[src/rtl/register_file_nport_pkg.sv]
// Shared register-file definitions: sequencer state encoding and the default
// datapath widths also used by the ALU and decode stages.
package regfile_pkg;

  localparam int unsigned DATA_W_DEF = 16;
  localparam int unsigned ADDR_W_DEF = 4;

  typedef enum logic {
    ST_CLEAR = 1'b0,
    ST_READY = 1'b1
  } state_t;

endpackage

[src/rtl/register_file_nport_read_port.sv]
// One register-file read port: address-0 masking, write bypass and an
// optional output register selected by READ_REG.
module regfile_read_port
  import regfile_pkg::*;
#(
  parameter int unsigned DATA_W   = DATA_W_DEF,
  parameter int unsigned ADDR_W   = ADDR_W_DEF,
  parameter bit          READ_REG = 1'b0,
  parameter bit          BYPASS   = 1'b1,
  parameter bit          ZERO_REG = 1'b0
) (
  input  logic              clk,
  input  logic              reset,
  input  logic              ready,
  input  logic [ADDR_W-1:0] addr,
  input  logic [DATA_W-1:0] mem_data,
  input  logic              wr_en,
  input  logic [ADDR_W-1:0] wr_addr,
  input  logic [DATA_W-1:0] wr_data,
  output logic [DATA_W-1:0] data
);

  logic [DATA_W-1:0] data_c;
  logic [DATA_W-1:0] data_q;

  // Zero-register masking takes precedence over bypass; nothing is visible while clearing.
  always_comb begin
    data_c = '0;
    if (ready) begin
      if (ZERO_REG && (addr == '0)) begin
        data_c = '0;
      end else if (BYPASS && wr_en && (wr_addr == addr)) begin
        data_c = wr_data;
      end else begin
        data_c = mem_data;
      end
    end
  end

  // Output register; left unloaded and pruned when READ_REG is 0.
  always_ff @(posedge clk) begin
    if (reset) begin
      data_q <= '0;
    end else begin
      data_q <= data_c;
    end
  end

  assign data = READ_REG ? data_q : data_c;

endmodule

[src/rtl/register_file_nport.sv]
// General-purpose register bank: parametrised array with two independent read
// ports, one write port and a post-reset clear sweep instead of a parallel reset.
module register_file_nport
  import regfile_pkg::*;
#(
  parameter int unsigned       DATA_W     = DATA_W_DEF,
  parameter int unsigned       ADDR_W     = ADDR_W_DEF,
  parameter bit                READ_REG   = 1'b0,
  parameter bit                BYPASS     = 1'b1,
  parameter bit                ZERO_REG   = 1'b0,
  parameter logic [DATA_W-1:0] INIT_VALUE = '0
) (
  input  logic              clk,
  input  logic              reset,
  input  logic [ADDR_W-1:0] readAddrA,
  input  logic [ADDR_W-1:0] readAddrB,
  input  logic [ADDR_W-1:0] writeAddr,
  input  logic              write,
  input  logic [DATA_W-1:0] writeData,
  output logic [DATA_W-1:0] readDataA,
  output logic [DATA_W-1:0] readDataB,
  output logic              busy
);

  localparam int unsigned DEPTH = 2 ** ADDR_W;

  state_t            state;
  state_t            state_next;
  logic [ADDR_W-1:0] sweep_cnt;
  logic [DATA_W-1:0] mem [DEPTH];

  logic              ready_c;
  logic              user_we_c;
  logic              mem_we_c;
  logic [ADDR_W-1:0] mem_waddr_c;
  logic [DATA_W-1:0] mem_wdata_c;

  always_ff @(posedge clk) begin
    if (reset) begin
      state <= ST_CLEAR;
    end else begin
      state <= state_next;
    end
  end

  always_ff @(posedge clk) begin
    if (reset) begin
      sweep_cnt <= '0;
    end else if (state == ST_CLEAR) begin
      sweep_cnt <= sweep_cnt + ADDR_W'(1);
    end
  end

  always_comb begin
    state_next = state;
    if ((state == ST_CLEAR) && (sweep_cnt == ADDR_W'(DEPTH - 1))) begin
      state_next = ST_READY;
    end
  end

  // The array write port is shared between the clear sweep and user writes.
  always_comb begin
    busy        = (state == ST_CLEAR);
    ready_c     = 1'b0;
    user_we_c   = 1'b0;
    mem_we_c    = 1'b0;
    mem_waddr_c = sweep_cnt;
    mem_wdata_c = INIT_VALUE;
    if (!reset) begin
      if (state == ST_CLEAR) begin
        mem_we_c = 1'b1;
      end else begin
        ready_c     = 1'b1;
        user_we_c   = write;
        mem_we_c    = write && !(ZERO_REG && (writeAddr == '0));
        mem_waddr_c = writeAddr;
        mem_wdata_c = writeData;
      end
    end
  end

  always_ff @(posedge clk) begin
    if (mem_we_c) begin
      mem[mem_waddr_c] <= mem_wdata_c;
    end
  end

  regfile_read_port #(
    .DATA_W  (DATA_W),
    .ADDR_W  (ADDR_W),
    .READ_REG(READ_REG),
    .BYPASS  (BYPASS),
    .ZERO_REG(ZERO_REG)
  ) u_port_a (
    .clk     (clk),
    .reset   (reset),
    .ready   (ready_c),
    .addr    (readAddrA),
    .mem_data(mem[readAddrA]),
    .wr_en   (user_we_c),
    .wr_addr (writeAddr),
    .wr_data (writeData),
    .data    (readDataA)
  );

  regfile_read_port #(
    .DATA_W  (DATA_W),
    .ADDR_W  (ADDR_W),
    .READ_REG(READ_REG),
    .BYPASS  (BYPASS),
    .ZERO_REG(ZERO_REG)
  ) u_port_b (
    .clk     (clk),
    .reset   (reset),
    .ready   (ready_c),
    .addr    (readAddrB),
    .mem_data(mem[readAddrB]),
    .wr_en   (user_we_c),
    .wr_addr (writeAddr),
    .wr_data (writeData),
    .data    (readDataB)
  );

endmodule

[config.mk]
export PLATFORM = sky130hd
export DESIGN_NAME = register_file_nport
export DESIGN_NICKNAME = d
export VERILOG_FILES = /design/src/rtl/register_file_nport_pkg.sv /design/src/rtl/register_file_nport_read_port.sv /design/src/rtl/register_file_nport.sv
export SDC_FILE = /design/constraint.sdc
export NUM_CORES = 1
export LEC_CHECK = 0
export ABC_AREA = 1
export CAP_MARGIN = 0
export CORE_MARGIN = 10
export CORE_UTILIZATION = 49
export CTS_BUF_LIST = sky130_fd_sc_hd__clkbuf_16
export DETAILED_ROUTE_END_ITERATION = 6
export GPL_TIMING_DRIVEN = 0
export HOLD_SLACK_MARGIN = 0.05
export PLACE_DENSITY = 0.67
export SLEW_MARGIN = 20
export SYNTH_ARGS = -nofsm -noshare
export SYNTH_HDL_FRONTEND = slang
export SYNTH_HIERARCHICAL = 1
export SYNTH_SLANG_ARGS = --single-unit
[constraint.sdc]
create_clock -name clk -period 3.8 [get_ports clk]
set_input_delay 0.57 -clock clk [delete_from_list [all_inputs] [get_ports clk]]
set_output_delay 0.57 -clock clk [all_outputs]
set_load 0.02 [all_outputs]
Word-level counts from Yosys, hierarchy flattened
Memories as Yosys holds them, arrays and structs flattened. Cells that the tools add are included.

Bits in registers: 5. Latch bits: 0. RAM bits: 256. ROM bits: 0. Bits of input ports: 31. Output and inout bits: 33. Word-level logic and storage cells: 27. Memories: 1.

Add/sub/neg operators: 1. Multipliers: 0. Div/mod/pow operators: 0. Order comparisons: 0. Eq/ne operators: 3. Shifts and indexed selects: 0. Multiplexer cells: 16. Bitwise logic cells: 1. Reduce and logical (&&, ||, !) cells: 3.

Memories: mem (words 16, bits a word 16, rd ports 2, clocked after memory_dff 0, write ports 1, RTL line register_file_nport.sv:30) `logic [DATA_W-1:0] mem [DEPTH];`.

Operators by type and width (number): two-way mux 16 bit (6); equality test 4 bit (2); two-way mux 1 bit (8); two-way mux 4 bit (2); adder 4 x 1 -> 4 bit (second input constant) (1); equality test 4 bit (second input constant) (1); logical AND 1 bit (3); NOT 1 bit (1).

Longest topological paths before layout
Gate-level depths: netlist of the first run.

Word-level depth: 5. Gate-level depth with buffers: 12. Mapped depth without buffers: 10.

By module
The synthesis of the first run kept the hierarchy.

By module, submodules not included: register_file_nport (instances 1, cells an instance 1717, area an instance 14072.2 sq um, sequential area each 7787.5 sq um); regfile_read_port (instances 2, cells an instance 140, area an instance 634.4 sq um, sequential area each 0.0 sq um).

Worst setup path after synthesis of the first run
Ideal clock, no wire load.

Path type: input to output. From: input reset. To: output readDataA[10]. Data arrival time: 1.792 ns. Required time: 3.230 ns. Slack: 1.438 ns. Stages on the path: 10. Path buffers: 1. Cells stage by stage: inv_2 > nand2_2 > nor2_1 > nand2_2 > nor2_8 > nand3_4 > buf_6 > nand2_1 > inv_1 > nor2_1.

Longest elaborated chain between the ends: 4. Elaborated cells between the ends (all ways): 5.

Ends and longest elaborated chain: start: declaration (RTL line register_file_nport.sv:14) `input logic reset,`; two-way mux 1 bit (RTL line register_file_nport.sv:69) `if (!reset) begin`; named net user_we_c (RTL line register_file_nport.sv:33) `logic user_we_c;`; logical AND 1 bit (RTL line register_file_nport_read_port.sv:32) `end else if (BYPASS && wr_en && (wr_addr == addr)) begin`; two-way mux 16 bit (RTL line register_file_nport_read_port.sv:32); two-way mux 16 bit (RTL line register_file_nport_read_port.sv:29) `if (ready) begin`; end: declaration (RTL line register_file_nport.sv:20) `output logic [DATA_W-1:0] readDataA,`.

The timed path passes the listed nets, and every way through them passes these cells.

Final worst setup path of the first run
From: input readAddrB[2]. To: output readDataB[11].

Longest elaborated chain between the ends: 4. Elaborated cells between the ends (all ways): 5.

Ends and longest elaborated chain: start: declaration (RTL line register_file_nport.sv:16) `input logic [ADDR_W-1:0] readAddrB,`; parallel branches: the longest is 2 deep, another holds memory read (16 x 16 bit); two-way mux 16 bit * (RTL line register_file_nport_read_port.sv:32); two-way mux 16 bit * (RTL line register_file_nport_read_port.sv:29); end: declaration (RTL line register_file_nport.sv:21) `output logic [DATA_W-1:0] readDataB,`.

Every way passes the cells marked *.

==> impl_metrics.py, run 1 <==
metrics = {
    "outcome": {
        "status": "complete, but fails checks",
        "violations": "negative setup slack",
    },
    "sta": {
        "whs_ns": 0.511,
        "drv_slew": 0,
        "setup_violations": 3,
        "period_needed_ns": 3.83,
        "finClkSkew_ns": 0.0173,
        "slew_headroom": 0.180,
        "worst_slack_ns": -0.0296,
        "rsz0062_at_grt": "yes",
        "worst_pin_slew_ns": 1.23,
        "post-route-period-util": 1.01,
        "finalHoldViolations": 0,
        "max_freq_mhz": 261,
    },
    "cells_and_area": {
        "fin_area_um2": 17900,
        "nets": 2128,
        "area_growth_pct": 16.7,
        "drive_above_1_share": 0.104,
        "fill_cells": 2814,
        "diodes": 0,
    },
    "power": {
        "p_int_mw": 5.23,
        "p_sw_frac": 0.267,
        "p_leak_nw": 8.59,
        "combinationalPowerShare": 0.133,
        "ir_worst_vdd_v": 0.000392,
        "finalPower_mw": 7.13,
        "switchingPower_mw": 1.90,
        "p_seq_frac": 0.443,
        "power_density_nw_per_um2": 399,
        "p_clk_frac": 0.424,
    },
    "route": {
        "wl_per_cell_um": 24.5,
        "vias_per_cell": 5.89,
        "num_vias": 14800,
        "drcViolationCount": 0,
        "drt_first_iter_violations": 2340,
        "ant_nets": 0,
        "postRouteWirelength_um": 61700,
        "dr.pass1.iters": 6,
    },
    "critical_path": {
        "rr_worst_depth": 5,
        "rr_endpoint": "mem[14][9]",
        "critPathMaxFanout": 10,
        "crit_start": "readAddrB[2]",
        "end_kind": "output port",
        "worst-r2r-setup-slack_ns": 1.35,
        "crit_type": "input pin to output port",
        "reg2reg_from": "state",
        "cp-endpoint": "readDataB[11]",
        "worstPathRequired_ns": 3.23,
        "cp.arrival_ns": 3.26,
        "start_kind": "input pin",
    },
    "global_routing": {
        "grt_pass1_vias": 13900,
        "grt_max_degree": 17,
        "grt.overflow.total": 0,
        "track_usage": 0.310,
        "antenna_found_initial": 1,
        "grt_pass1_wl_um": 88800,
    },
    "clock_tree": {
        "cts_tree": "done",
        "clk_pin_slew_ns": 0.06,
        "insertion_delay_ns": 0.59,
        "numCtsBuffers": 29,
        "cts_sinks": 261,
        "cts-root-buf": "clkbuf_16",
        "hold_buffers": 0,
        "cts_setup_buffers": 0,
        "cts_buffer_depth": 3,
        "htreeDepth": 1,
    },
    "synth": {
        "synth_top_cells_by_count": "nand2_1, nand3_1, inv_1",
        "synthArstFlopShare": 0,
        "synth-edff-count": 256,
        "avgSynthCellArea_um2": 7.68,
        "yosys_warnings": 6,
        "synth_top_area_frac": 0.501,
        "synth.area.top_cells": "edfxtp_1, nand2_1, nand3_1",
        "ys.flop_type": "edfxtp_1",
        "syn_area_um2": 15300,
        "synthesis.instances": 1997,
        "yosysMostFrequentCell": "nand2_1",
        "synth_seq_area_share": 0.508,
        "synth_cell_types": 22,
        "synth-seq-cells": 261,
        "synth_top_area_cell": "edfxtp_1",
        "syn_nets": 2029,
    },
    "placement": {
        "dp_hpwl_um": 42700,
        "gp_congestion": 1.02,
        "port_buffers": 63,
        "place_worst_setup_slack_ns": -0.441,
        "placed_area_um2": 16700,
    },
    "die": {
        "die_w_um": 197,
        "io_pins": 64,
        "die_h_um": 197,
        "die_area_um2": 38800,
        "initial_core_util": 0.499,
        "core_area_um2": 30700,
        "std_cell_rows": 64,
    },
    "hold_path": {
        "min_path_type": "flip-flop to flip-flop",
        "worstHoldStart": "sweep_cnt[3]",
    },
    "flow_run": {
        "max-cap-violations": 0,
    },
}
[layer usage]
metal  global-route usage  share of wire
met4                0.176          0.065
met2                0.467           0.43
met5                    0        0.00018
met1                0.399           0.37
met3               0.0816           0.13
[through the flow]
| step | instances | util | setup TNS [ns] |
|---|---|---|---|
| after global routing | 2513 | 0.582 | -0.0466 |
| final | 2513 | 0.582 | -0.0521 |
| after detailed placement | 2462 | 0.543 | -8.08 |
| after floorplan | 1997 | - | 0 |
| after CTS | 2513 | 0.578 | 0 |
| after global placement | 2456 | 0.536 | -10.40 |
[layout by cell type (no fill, tap or decap), drive strengths merged, types with 6 or more instances in the layout]
cell	instances
nand2	659
nand3	453
inv	385
edfxtp	256
buf	101
nor2	81
clkdlybuf4s50	50
clkbuf	49
nand4	34
dlymetal6s2s	12
clkinv	10
bufinv	6
[how the worst min path moves through the flow]
stage	end	depth (start not counted)
after floorplan	sweep_cnt[3]	2
after global placement	sweep_cnt[3]	2
after detailed placement	sweep_cnt[3]	2
after CTS	sweep_cnt[3]	2
after global routing	sweep_cnt[3]	2
final	sweep_cnt[3]	2
[state kept, by name (all words and copies together), names as in the netlist]
| signal | flops |
|---|---|
| mem | 256 |
| state | 1 |
| sweep_cnt | 4 |
[power by group through the flow]
stage / Combinational (mW) / Clock [mW] / Sequential, mW
2_1_floorplan: 0.524 / 0 / 3.22
3_3_place_gp: 0.862 / 0 / 3.22
3_5_place_dp: 0.886 / 0 / 3.22
4_1_cts: 0.897 / 3.03 / 3.16
5_1_grt: 0.998 / 3.15 / 3.16
6_report: 0.950 / 3.02 / 3.16
[cell families after synthesis]
| logic type | count (synthesis) | synth area share |
|---|---|---|
| buffers and inverters | 500 | 0.139 |
| DFF | 261 | 0.508 |
| AOI/OAI and AO/OA | 7 | 0.00245 |
| and+or+nand+nor | 1228 | 0.350 |
| adders and majority gates | 1 | 0.000815 |
[repair_timing]
action | in CTS | in global routing
cloned | 0 | 0
resized for setup | 37 | 48
endpoints found under the setup margin | 32 | 30
[worst max-delay path: stages]
cell and delay [ns]:
clkdlybuf4s50_1 0.53, buf_2 0.26, inv_1 0.17, buf_2 0.29, nand3_1 0.16, nand3_1 0.25
nand2_1 0.15, inv_1 0.05, nand2_1 0.07, inv_1 0.04, nor2_1 0.09, clkdlybuf4s50_1 0.62
[area by class of cell]
class                           instances  area [µm²]  share of cell area
Timing Repair Buffer                   69         756              0.0422
Multi-Input combinational cell       1236        5590               0.312
Sequential cell                       261        7790               0.435
Clock inverter                         23         290              0.0162
Tap cell                              396         495              0.0277
Buffer                                117         813              0.0454
Clock buffer                           29         726              0.0406
Inverter                              382        1440              0.0806
(Power assumes the default switching activity.)
==> inputs of run 2 (changes only) <==
--- a/config.mk
+++ b/config.mk
@@ -7,7 +7,6 @@
 export LEC_CHECK = 0
 export ABC_AREA = 1
 export CAP_MARGIN = 0
-export CORE_MARGIN = 10
 export CORE_UTILIZATION = 49
 export CTS_BUF_LIST = sky130_fd_sc_hd__clkbuf_16
 export DETAILED_ROUTE_END_ITERATION = 6
==> run 2 against run 1 <==
- highest routed layer is now met4
- clock skew is 0.0067 ns lower
- cell area is 0.11% lower
- critical endpoint is now readDataB[13]
- the flow now finishes without violations
- flip-flop and latch count stayed put
==> impl_metrics.py, run 2 (same netlist as run 1, synthesis figures left out) <==
metrics = {
    "critical_path": {
        "start_kind": "input pin",
        "end_kind": "output port",
        "critPathMaxFanout": 10,
        "cp.arrival_ns": 3.22,
        "reg2reg_from": "state",
        "crit_start": "readAddrB[2]",
        "worstPathRequired_ns": 3.23,
        "crit_type": "input pin to output port",
    },
    "global_routing": {
        "grt_pass1_vias": 13600,
        "track_usage": 0.389,
        "grt.overflow.total": 0,
        "grt_pass1_wl_um": 87900,
        "antenna_found_initial": 1,
        "grt_max_degree": 17,
    },
    "power": {
        "power_density_nw_per_um2": 396,
        "p_leak_nw": 8.47,
        "ir_worst_vdd_v": 0.000459,
        "finalPower_mw": 7.08,
    },
    "cells_and_area": {
        "largest_reg_flops": 256,
        "area_growth_pct": 16.5,
        "drive_above_1_share": 0.105,
        "final_common_cell": "nand2_1",
        "largest-register": "mem",
        "diodes": 0,
        "reg_top3": "mem: 256 flops, sweep_cnt: 4 flops, state: 1 flops",
        "nets": 2130,
        "finalCoreUtilization": 0.583,
        "layout_common_cells": "nand2_1, nand3_1, inv_1, edfxtp_1, clkdlybuf4s50_1",
    },
    "die": {
        "die_area_um2": 32000,
        "die_w_um": 179,
        "io_pins": 64,
        "core_area_um2": 30700,
        "std_cell_rows": 64,
        "initial_core_util": 0.500,
        "die_h_um": 179,
    },
    "clock_tree": {
        "cts_tree": "done",
        "clk_pin_slew_ns": 0.05,
        "cts_buffer_depth": 3,
        "cts_resized": 34,
        "htreeDepth": 1,
        "insertion_delay_ns": 0.58,
        "numCtsBuffers": 30,
        "cts_sinks": 261,
        "cts_setup_buffers": 0,
        "cts-root-buf": "clkbuf_16",
        "hold_buffers": 0,
    },
    "route": {
        "num_vias": 14700,
        "drcViolationCount": 0,
        "postRouteWirelength_um": 61300,
        "vias_per_cell": 5.83,
        "wl_per_cell_um": 24.4,
        "ant_nets": 0,
        "dr.pass1.iters": 7,
        "drt_first_iter_violations": 2212,
    },
    "outcome": {
        "status": "finished clean",
    },
    "hold_path": {
        "min_path_type": "flip-flop to flip-flop",
        "worstHoldStart": "sweep_cnt[3]",
    },
    "placement": {
        "port_buffers": 63,
        "gp_congestion": 0.983,
        "place_worst_setup_slack_ns": -0.461,
        "dp_hpwl_um": 42100,
    },
    "sta": {
        "whs_ns": 0.509,
        "period_needed_ns": 3.79,
        "finClkSkew_ns": 0.0106,
        "finalHoldViolations": 0,
        "setup_violations": 0,
        "rsz0062_at_grt": "no",
        "worst_pin_slew_ns": 1.14,
        "max_freq_mhz": 264,
        "setup_tns_ns": 0,
        "post-route-period-util": 0.996,
        "worst_slack_ns": 0.0149,
        "drv_slew": 0,
        "slew_headroom": 0.236,
    },
    "flow_run": {
        "max-cap-violations": 0,
    },
}
run 2: changes by cell type in the layout (fill, tap and decap cells not counted), sizes merged:
cell           previous run  this run
dlymetal6s2s             12         6
clkdlybuf4s50            50        55
dlygate4sd2               1         2
clkbuf                   49        52
clkinv                   10        14
bufinv                    6         4
run 2: final timing paths:
kind         slack, ns             to  depth (start not counted)
max reg2reg       1.43     mem[10][0]                          6
min               0.51   sweep_cnt[3]                          2
max               0.01  readDataB[13]                         12
min reg2reg       0.51   sweep_cnt[3]                          2
run 2: stage by stage:
step	instances	cell area (µm²)
after floorplan	1997	15300
after global placement	2456	16500
after detailed placement	2463	16700
after CTS	2518	17800
after global routing	2518	17900
final	2518	17900
run 2: power breakdown:
part | internal (mW) | switching [mW] | total, mW
combinational | 0.271 | 0.677 | 0.948
sequential | 3.15 | 0.00915 | 3.16
clock | 1.74 | 1.23 | 2.98
run 2: per-layer routing:
| metal | track usage | share of wire | up-vias |
|---|---|---|---|
| met1 | 0.503 | 0.37 | 6819 |
| met3 | 0.109 | 0.14 | 242 |
| li1 | - | - | 6538 |
| met2 | 0.587 | 0.43 | 1093 |
| met5 | 0 | 0 | - |
| met4 | 0.219 | 0.064 | 0 |
run 2: layout make-up:
cell class                 instances  area (µm²)
buffer                           117         802
clock buffer                      31         776
clock inverter                    25         228
fill                            2816       12800
inverter                         382        1440
multi-input combinational       1236        5600
sequential                       261        7790
tap                              396         495
timing repair buffer              70         751
run 2: worst max-delay path, cell delays in order:
cell             delay [ns]
clkdlybuf4s50_1        0.55
clkbuf_4               0.25
inv_1                  0.13
buf_2                  0.26
nand3_1                0.14
nand3_1                0.20
nand2_1                0.14
inv_1                  0.09
nand2_1                0.08
inv_1                  0.04
nor2_1                 0.14
clkdlybuf4s50_1        0.62
